## config.mk

```make
export PLATFORM = sky130hd
export DESIGN_NAME = count8_fsm
export DESIGN_NICKNAME = d
export VERILOG_FILES = /design/src/rtl/count8_fsm_pkg.sv /design/src/rtl/count8_next.sv /design/src/rtl/count8_fsm.sv
export SDC_FILE = /design/constraint.sdc
export NUM_CORES = 1
export LEC_CHECK = 0
export CAP_MARGIN = 20
export CELL_PAD_IN_SITES_DETAIL_PLACEMENT = 1
export CELL_PAD_IN_SITES_GLOBAL_PLACEMENT = 2
export CORE_MARGIN = 3
export CORE_UTILIZATION = 23
export DETAILED_ROUTE_END_ITERATION = 6
export MAX_ROUTING_LAYER = met4
export PLACE_DENSITY = 0.77
export SYNTH_ARGS = -nofsm -noshare
export SYNTH_HDL_FRONTEND = slang
export SYNTH_SLANG_ARGS = --single-unit
```

## constraint.sdc

```tcl
create_clock -name Clk -period 1.9 [get_ports Clk]
set_input_delay 0.38 -clock Clk [delete_from_list [all_inputs] [get_ports Clk]]
set_output_delay 0.38 -clock Clk [all_outputs]
set_load 0.005 [all_outputs]
```

## src/rtl/count8_fsm_pkg.sv

```systemverilog
// Shared constants and mode encoding for the count8_fsm counter.
// The mode decoder lives here so both the top and any future users agree on priority.
package count8_fsm_pkg;

    localparam int WIDTH_DEF = 8;

    typedef enum logic [1:0] {
        MODE_CLEAR = 2'd0,
        MODE_LOAD  = 2'd1,
        MODE_COUNT = 2'd2,
        MODE_HOLD  = 2'd3
    } mode_e;

    localparam logic [WIDTH_DEF-1:0] CNT_RESET_VAL = '0;

    // Strict priority: reset beats load beats count beats hold.
    function automatic mode_e mode_decode(input logic res, input logic load, input logic en);
        mode_e m;
        if (res) begin
            m = MODE_CLEAR;
        end else if (load) begin
            m = MODE_LOAD;
        end else if (en) begin
            m = MODE_COUNT;
        end else begin
            m = MODE_HOLD;
        end
        return m;
    endfunction

endpackage

```

## src/rtl/count8_next.sv

```systemverilog
// Combinational next-value generator for count8_fsm.
// All increment and wrap behaviour is contained here.
module count8_next
    import count8_fsm_pkg::*;
#(
    parameter int WIDTH = WIDTH_DEF
) (
    input  mode_e            mode_i,
    input  logic [WIDTH-1:0] cnt_i,
    input  logic [WIDTH-1:0] cnt_in_i,
    output logic [WIDTH-1:0] nxt_o
);

    always_comb begin
        nxt_o = cnt_i;
        unique case (mode_i)
            MODE_CLEAR: nxt_o = WIDTH'(CNT_RESET_VAL);
            MODE_LOAD:  nxt_o = cnt_in_i;
            // Natural modulo-2^WIDTH wrap; no carry is exported.
            MODE_COUNT: nxt_o = cnt_i + WIDTH'(1);
            MODE_HOLD:  nxt_o = cnt_i;
            default:    nxt_o = cnt_i;
        endcase
    end

endmodule

```

## src/rtl/count8_fsm.sv

```systemverilog
// Loadable up-counter with synchronous active-high reset and clear/load/count/hold priority.
//
//   mode       | meaning
//   MODE_CLEAR | Res=1: counter returns to the reset value
//   MODE_LOAD  | Load=1: counter takes cnt_in
//   MODE_COUNT | En=1: counter increments, wrapping at all-ones
//   MODE_HOLD  | otherwise: counter keeps its value
module count8_fsm
    import count8_fsm_pkg::*;
#(
    parameter int WIDTH = WIDTH_DEF
) (
    input  logic             Clk,
    input  logic             Res,
    input  logic             En,
    input  logic             Load,
    input  logic [WIDTH-1:0] cnt_in,
    output logic [WIDTH-1:0] cnt
);

    mode_e            mode_d;
    logic [WIDTH-1:0] cnt_q;
    logic [WIDTH-1:0] cnt_d;

    always_comb begin
        mode_d = MODE_HOLD;
        mode_d = mode_decode(Res, Load, En);
    end

    count8_next #(
        .WIDTH (WIDTH)
    ) u_next (
        .mode_i   (mode_d),
        .cnt_i    (cnt_q),
        .cnt_in_i (cnt_in),
        .nxt_o    (cnt_d)
    );

    always_ff @(posedge Clk) begin
        if (Res) begin
            cnt_q <= WIDTH'(CNT_RESET_VAL);
        end else begin
            case (mode_d)
                MODE_CLEAR: cnt_q <= WIDTH'(CNT_RESET_VAL);
                MODE_LOAD:  cnt_q <= cnt_d;
                MODE_COUNT: cnt_q <= cnt_d;
                MODE_HOLD:  cnt_q <= cnt_q;
                default:    cnt_q <= cnt_q;
            endcase
        end
    end

    assign cnt = cnt_q;

endmodule

```

; ---- Yosys cells after proc, flatten, opt, wreduce, memory -nomap -nowiden
; Cells that the tools add are included.
[word_totals]
regBits = 8
in_bits = 12
out_inout_bits = 8
[classes]
mux = 5
add_sub_neg = 1
n_reduce_logical = 2
eq_ne = 3
[ops]
columns = operator, n
row1 = 8-bit case mux with 2 select lines, 1
row2 = 8-bit by 1-bit adder with 8-bit output (second input constant), 1
row3 = 8-bit 2-to-1 mux, 1
row4 = 2-bit == test (second input constant), 2
row5 = 2-bit 2-to-1 mux, 2
row6 = 2-bit by 1-bit == test with 1-bit output (second input constant), 1
row7 = 2-bit zero test, 1
row8 = 2-bit OR reduction, 1
row9 = 1-bit 2-to-1 mux, 1

; ---- Depth between registers and ports, before layout
[depth]
depth_word = 6
mapped_depth = 9
ltp_nobuf = 8

; ---- By module
; A second synthesis with hierarchy kept.
[unflattened]
cells_unflattened = 88
hier_area_um2 = 694.4
[by_module_without_submodules]
columns = module, seq_area_each_um2, area_each_um2, cells_each, instances
row1 = count8_fsm, 160.2, 386.6, 41, 1
row2 = count8_next, 0.0, 307.8, 47, 1

; ---- Least setup slack after synthesis
; Ideal clock, no wire load.
[synth_timing]
path_kind = input to register
start = input port Res
end = register cnt_q[1] (netlist: cnt[1])
arrival_time_ns = 1.595
stages = 9
slack_ns = 0.176
cell_sequence = buf_1 a21oi_1 inv_1 ha_1 buf_4 mux2i_1 nor2_1 a21oi_1 nor2_1
[synth_between]
elab_chain_len = 4
[synth_lines]
columns = element, line
row1 = from (decl), count8_fsm.sv:14  ; input logic Res,
row2 = 2-bit 2-to-1 mux, count8_fsm_pkg.sv:19  ; if (res) begin
row3 = 2-bit == test / 2-bit by 1-bit == test with 1-bit output (equally long branches), "count8_next.sv:16, count8_fsm.sv:43"
row4 = 8-bit 2-to-1 mux / 2-bit OR reduction (equally long branches), --
row5 = 8-bit case mux with 2 select lines, count8_fsm.sv:43  ; case (mode_d)
row6 = to (signal assigned), count8_fsm.sv:44  ; MODE_CLEAR: cnt_q <= WIDTH'(CNT_RESET_VAL);
row7 = to (signal assigned), count8_fsm.sv:45  ; MODE_LOAD: cnt_q <= cnt_d;
row8 = to (signal assigned), count8_fsm.sv:46  ; MODE_COUNT: cnt_q <= cnt_d;
row9 = to (decl), count8_fsm.sv:22  ; logic [WIDTH-1:0] cnt_q;
; Parallel ways exist; a longest one is shown, timed or not.
; A chain may end at the register's enable or synchronous reset.

; ---- Final worst setup path
[layout_timing]
start = input port Load
end = register cnt_q[4] (netlist: cnt[4])
[layout_between]
elab_chain_len = 5
[layout_lines]
columns = element, line
row1 = from (decl), count8_fsm.sv:16  ; input logic Load,
row2 = 2-bit 2-to-1 mux *, count8_fsm_pkg.sv:21  ; end else if (load) begin
row3 = 2-bit 2-to-1 mux *, count8_fsm_pkg.sv:19
row4 = 2-bit == test / 2-bit by 1-bit == test with 1-bit output (equally long branches), "count8_next.sv:16, count8_fsm.sv:43"
row5 = 8-bit 2-to-1 mux / 2-bit OR reduction (equally long branches), --
row6 = 8-bit case mux with 2 select lines, count8_fsm.sv:43
; Mark *: on every way between the ends. The rest lies on a longest branch, timed or not.

==> summary.txt <==
status - completed
Initial DRT Pass Iterations - 4
pwr dens - 545 nW/µm²
Cell Area, Synth - 552 µm²
initial core utilization - 24.5%
most used cell along the critical path - inv_1
residual DRC count - 0
vias in the first global route - 636
io pins - 20
Pins Over Slew Limit - 0
Top delay family on crit path - buffers and inverters
max reg flops - 8
most frequent cells in the layout - clkdlybuf4s50_1 (19), nor2_1 (12), a21oi_1 (9), buf_4 (9), dfxtp_1 (8)
Worst Path Required - 2.07 ns
clock root buffer - clkbuf_4
share of the synthesized area in the top cell type - 29.0%
DR vias - 633
antenna cells - 0
Num CTS Buffers - 3
gr usage total - 14.3%
WHS - 0.527 ns
CP endpoint kind - flip-flop
Pwr Total - 0.466 mW
Final Core Density - 38.0%
Placed Cells - 125
Syn-to-layout area delta - 55.1%
Setup WS pre-CTS - -0.210 ns
overall die height - 55.0 µm
HP Class - flip-flop to flip-flop
first-pass GRT wire length - 2930 µm
Port Buffers - 19
worst rel slew slack - 81.3%
# setup viols final - 0
Die X - 55.0 µm
post-route insts no fill - 128
Worst EP arrival - 1.93 ns
Unique masters post-synth - 28
FP Rows - 17
die area - 3020 µm²
Max Cap Viol - 0
Least-Margin Pin Slew - 0.280 ns
postcts setup bufs - 0
biggest area consumer among synthesized cells - dfxtp_1
CTS clock-pin slew for the worst setup and hold paths - 0.06 ns
clock latency on the worst-skew pair - 0.25 ns
crit path kind - input port to flip-flop
Synth Warn # - 0
Reg area - 160 µm²
CTS sink count - 8
Fmax achieved - 0.567 GHz
Avg Cell Area, Syn - 7.56 µm²
Syn Inst Count - 73
Buf/Inv on CP - 4
Crit-path slowest cell - clkdlybuf4s50_1
DRT Wirelength - 1810 µm
most common cell after layout, fill and taps aside - clkdlybuf4s50_1
dpl hpwl - 1400 µm
Min Clock Period, post-route - 1.76 ns
sequential share of the synthesized area - 29.0%
Peak VDD IR - 241 µV
CTS tree - built
Largest stage delay, worst path - 0.48 ns
Multi-input gate area - 365 µm²
Area contributors post-synth - dfxtp_1 (29%), a21oi_1 (9.1%), nor2_1 (8.2%)
startpoint types - input port
Tcrit/Tclk final - 92.8%
post-synth net total - 88
core region area - 2250 µm²
grt total ovfl - 0
leakage - 0.318 nW
WL/cell - 14.1 µm
final worst slack - 0.137 ns
H-tree level count - 1
share of layout cells above drive strength 1 - 17.0%
unrepaired setup endpoints after global routing - no
largest net degree at the start of global routing - 13
initial antenna violation count - 0
Filler cells - 289
post-route ant nets - 0
vias per inst - 4.95
Final #Nets - 117
register bit total from synthesis - 8
Crit Path Max Fanout - 5
maximum clock insertion buffer count - 2
DR iter-0 viols - 10
gp weighted congestion - 0.773
Worst Clk Skew - 0.00495 ns
worst-path cell chain - clkdlybuf4s50_1 > inv_1 > a21oi_2 > inv_1 > ha_2 > buf_4 > nor2_1 > a22oi_1 > a211oi_1
Final Hold Vio Count - 0
-- cells by family (layout without fill, tap and decap cells) --
logic type | count (synthesis) | in the layout | synth area share (%)
AOI/OAI and AO/OA | 21 | 21 | 24.9
muxes | 2 | 2 | 3.63
buffers and inverters | 8 | 35 | 6.35
adders and majority gates | 3 | 3 | 6.80
and+or+nand+nor | 31 | 31 | 29.3
DFF | 8 | 8 | 29.0
-- cells in the mapped netlist --
| cell | number |
|---|---|
| or2_0 | 1 |
| a211oi_1 | 1 |
| o21ai_0 | 1 |
| and4b_1 | 1 |
| o32ai_1 | 1 |
| nand4b_1 | 1 |
| nor3_1 | 3 |
| nand4_1 | 1 |
| clkbuf_1 | 1 |
| o32ai_2 | 1 |
| and4_4 | 1 |
| nand3_1 | 2 |
| buf_2 | 1 |
| ha_1 | 3 |
| mux2i_1 | 2 |
| a21oi_1 | 10 |
| nor4_1 | 1 |
| nand2b_1 | 5 |
| o221ai_1 | 1 |
| a22oi_1 | 1 |
| nor2_1 | 12 |
| buf_4 | 1 |
| a32oi_1 | 1 |
| inv_1 | 4 |
| nand2_1 | 3 |
| dfxtp_1 | 8 |
| buf_1 | 1 |
| a31oi_1 | 4 |
-- layout make-up --
class                   count  share of cell area (%)
flip-flops and latches      8                    18.7
well taps                  28                    4.09
inverters                   4                    1.75
clock buffers               3                    2.63
repair buffers             28                    30.1
multi-input cells          57                    42.7
-- metal layers --
| metal | GRT usage (%) | up-vias | wire (µm) |
|---|---|---|---|
| li1 | - | 321 | - |
| met1 | 18.2 | 297 | 824 |
| met2 | 21.5 | 13 | 880 |
| met3 | 1.88 | 2 | 79 |
| met4 | 8.50 | 0 | 27 |
| met5 | - | - | 0 |
-- repair_timing --
item | in CTS | in global routing
endpoints found under the setup margin | 0 | 7
hold endpoints to repair | 0 | 0
gates resized for setup | 0 | 3
hold buffers | 0 | 0
-- through the flow --
stage	area (µm²)	TNS [ns]
floorplan	552	0
global placement	825	-1.07
detailed placement	825	-1.45
CTS	847	0
global route	856	0
finish	856	0
-- tightest hold or removal path, delay by kind of cell (launching register included) --
| family | cells | cell delay [ns] |
|---|---|---|
| compound gates | 1 | 0.06 |
| simple gates | 1 | 0.08 |
| flops | 1 | 0.34 |
-- where the power goes --
part / switching (mW) / internal (mW)
Sequential: 0.0146 / 0.179
Combinational: 0.0581 / 0.0780
Clock: 0.0641 / 0.0728
Total: 0.137 / 0.329
-- final timing paths --
| check | slack (ns) | to | from | depth (start not counted) |
|---|---|---|---|---|
| max | 0.14 | cnt[4] | Load | 9 |
| min | 0.53 | cnt[6] | cnt[6] | 2 |
| min reg2reg | 0.53 | cnt[6] | cnt[6] | 2 |
| max reg2reg | 0.44 | cnt[6] | cnt[0] | 5 |
No activity file was read; power rests on OpenSTA's default activity.
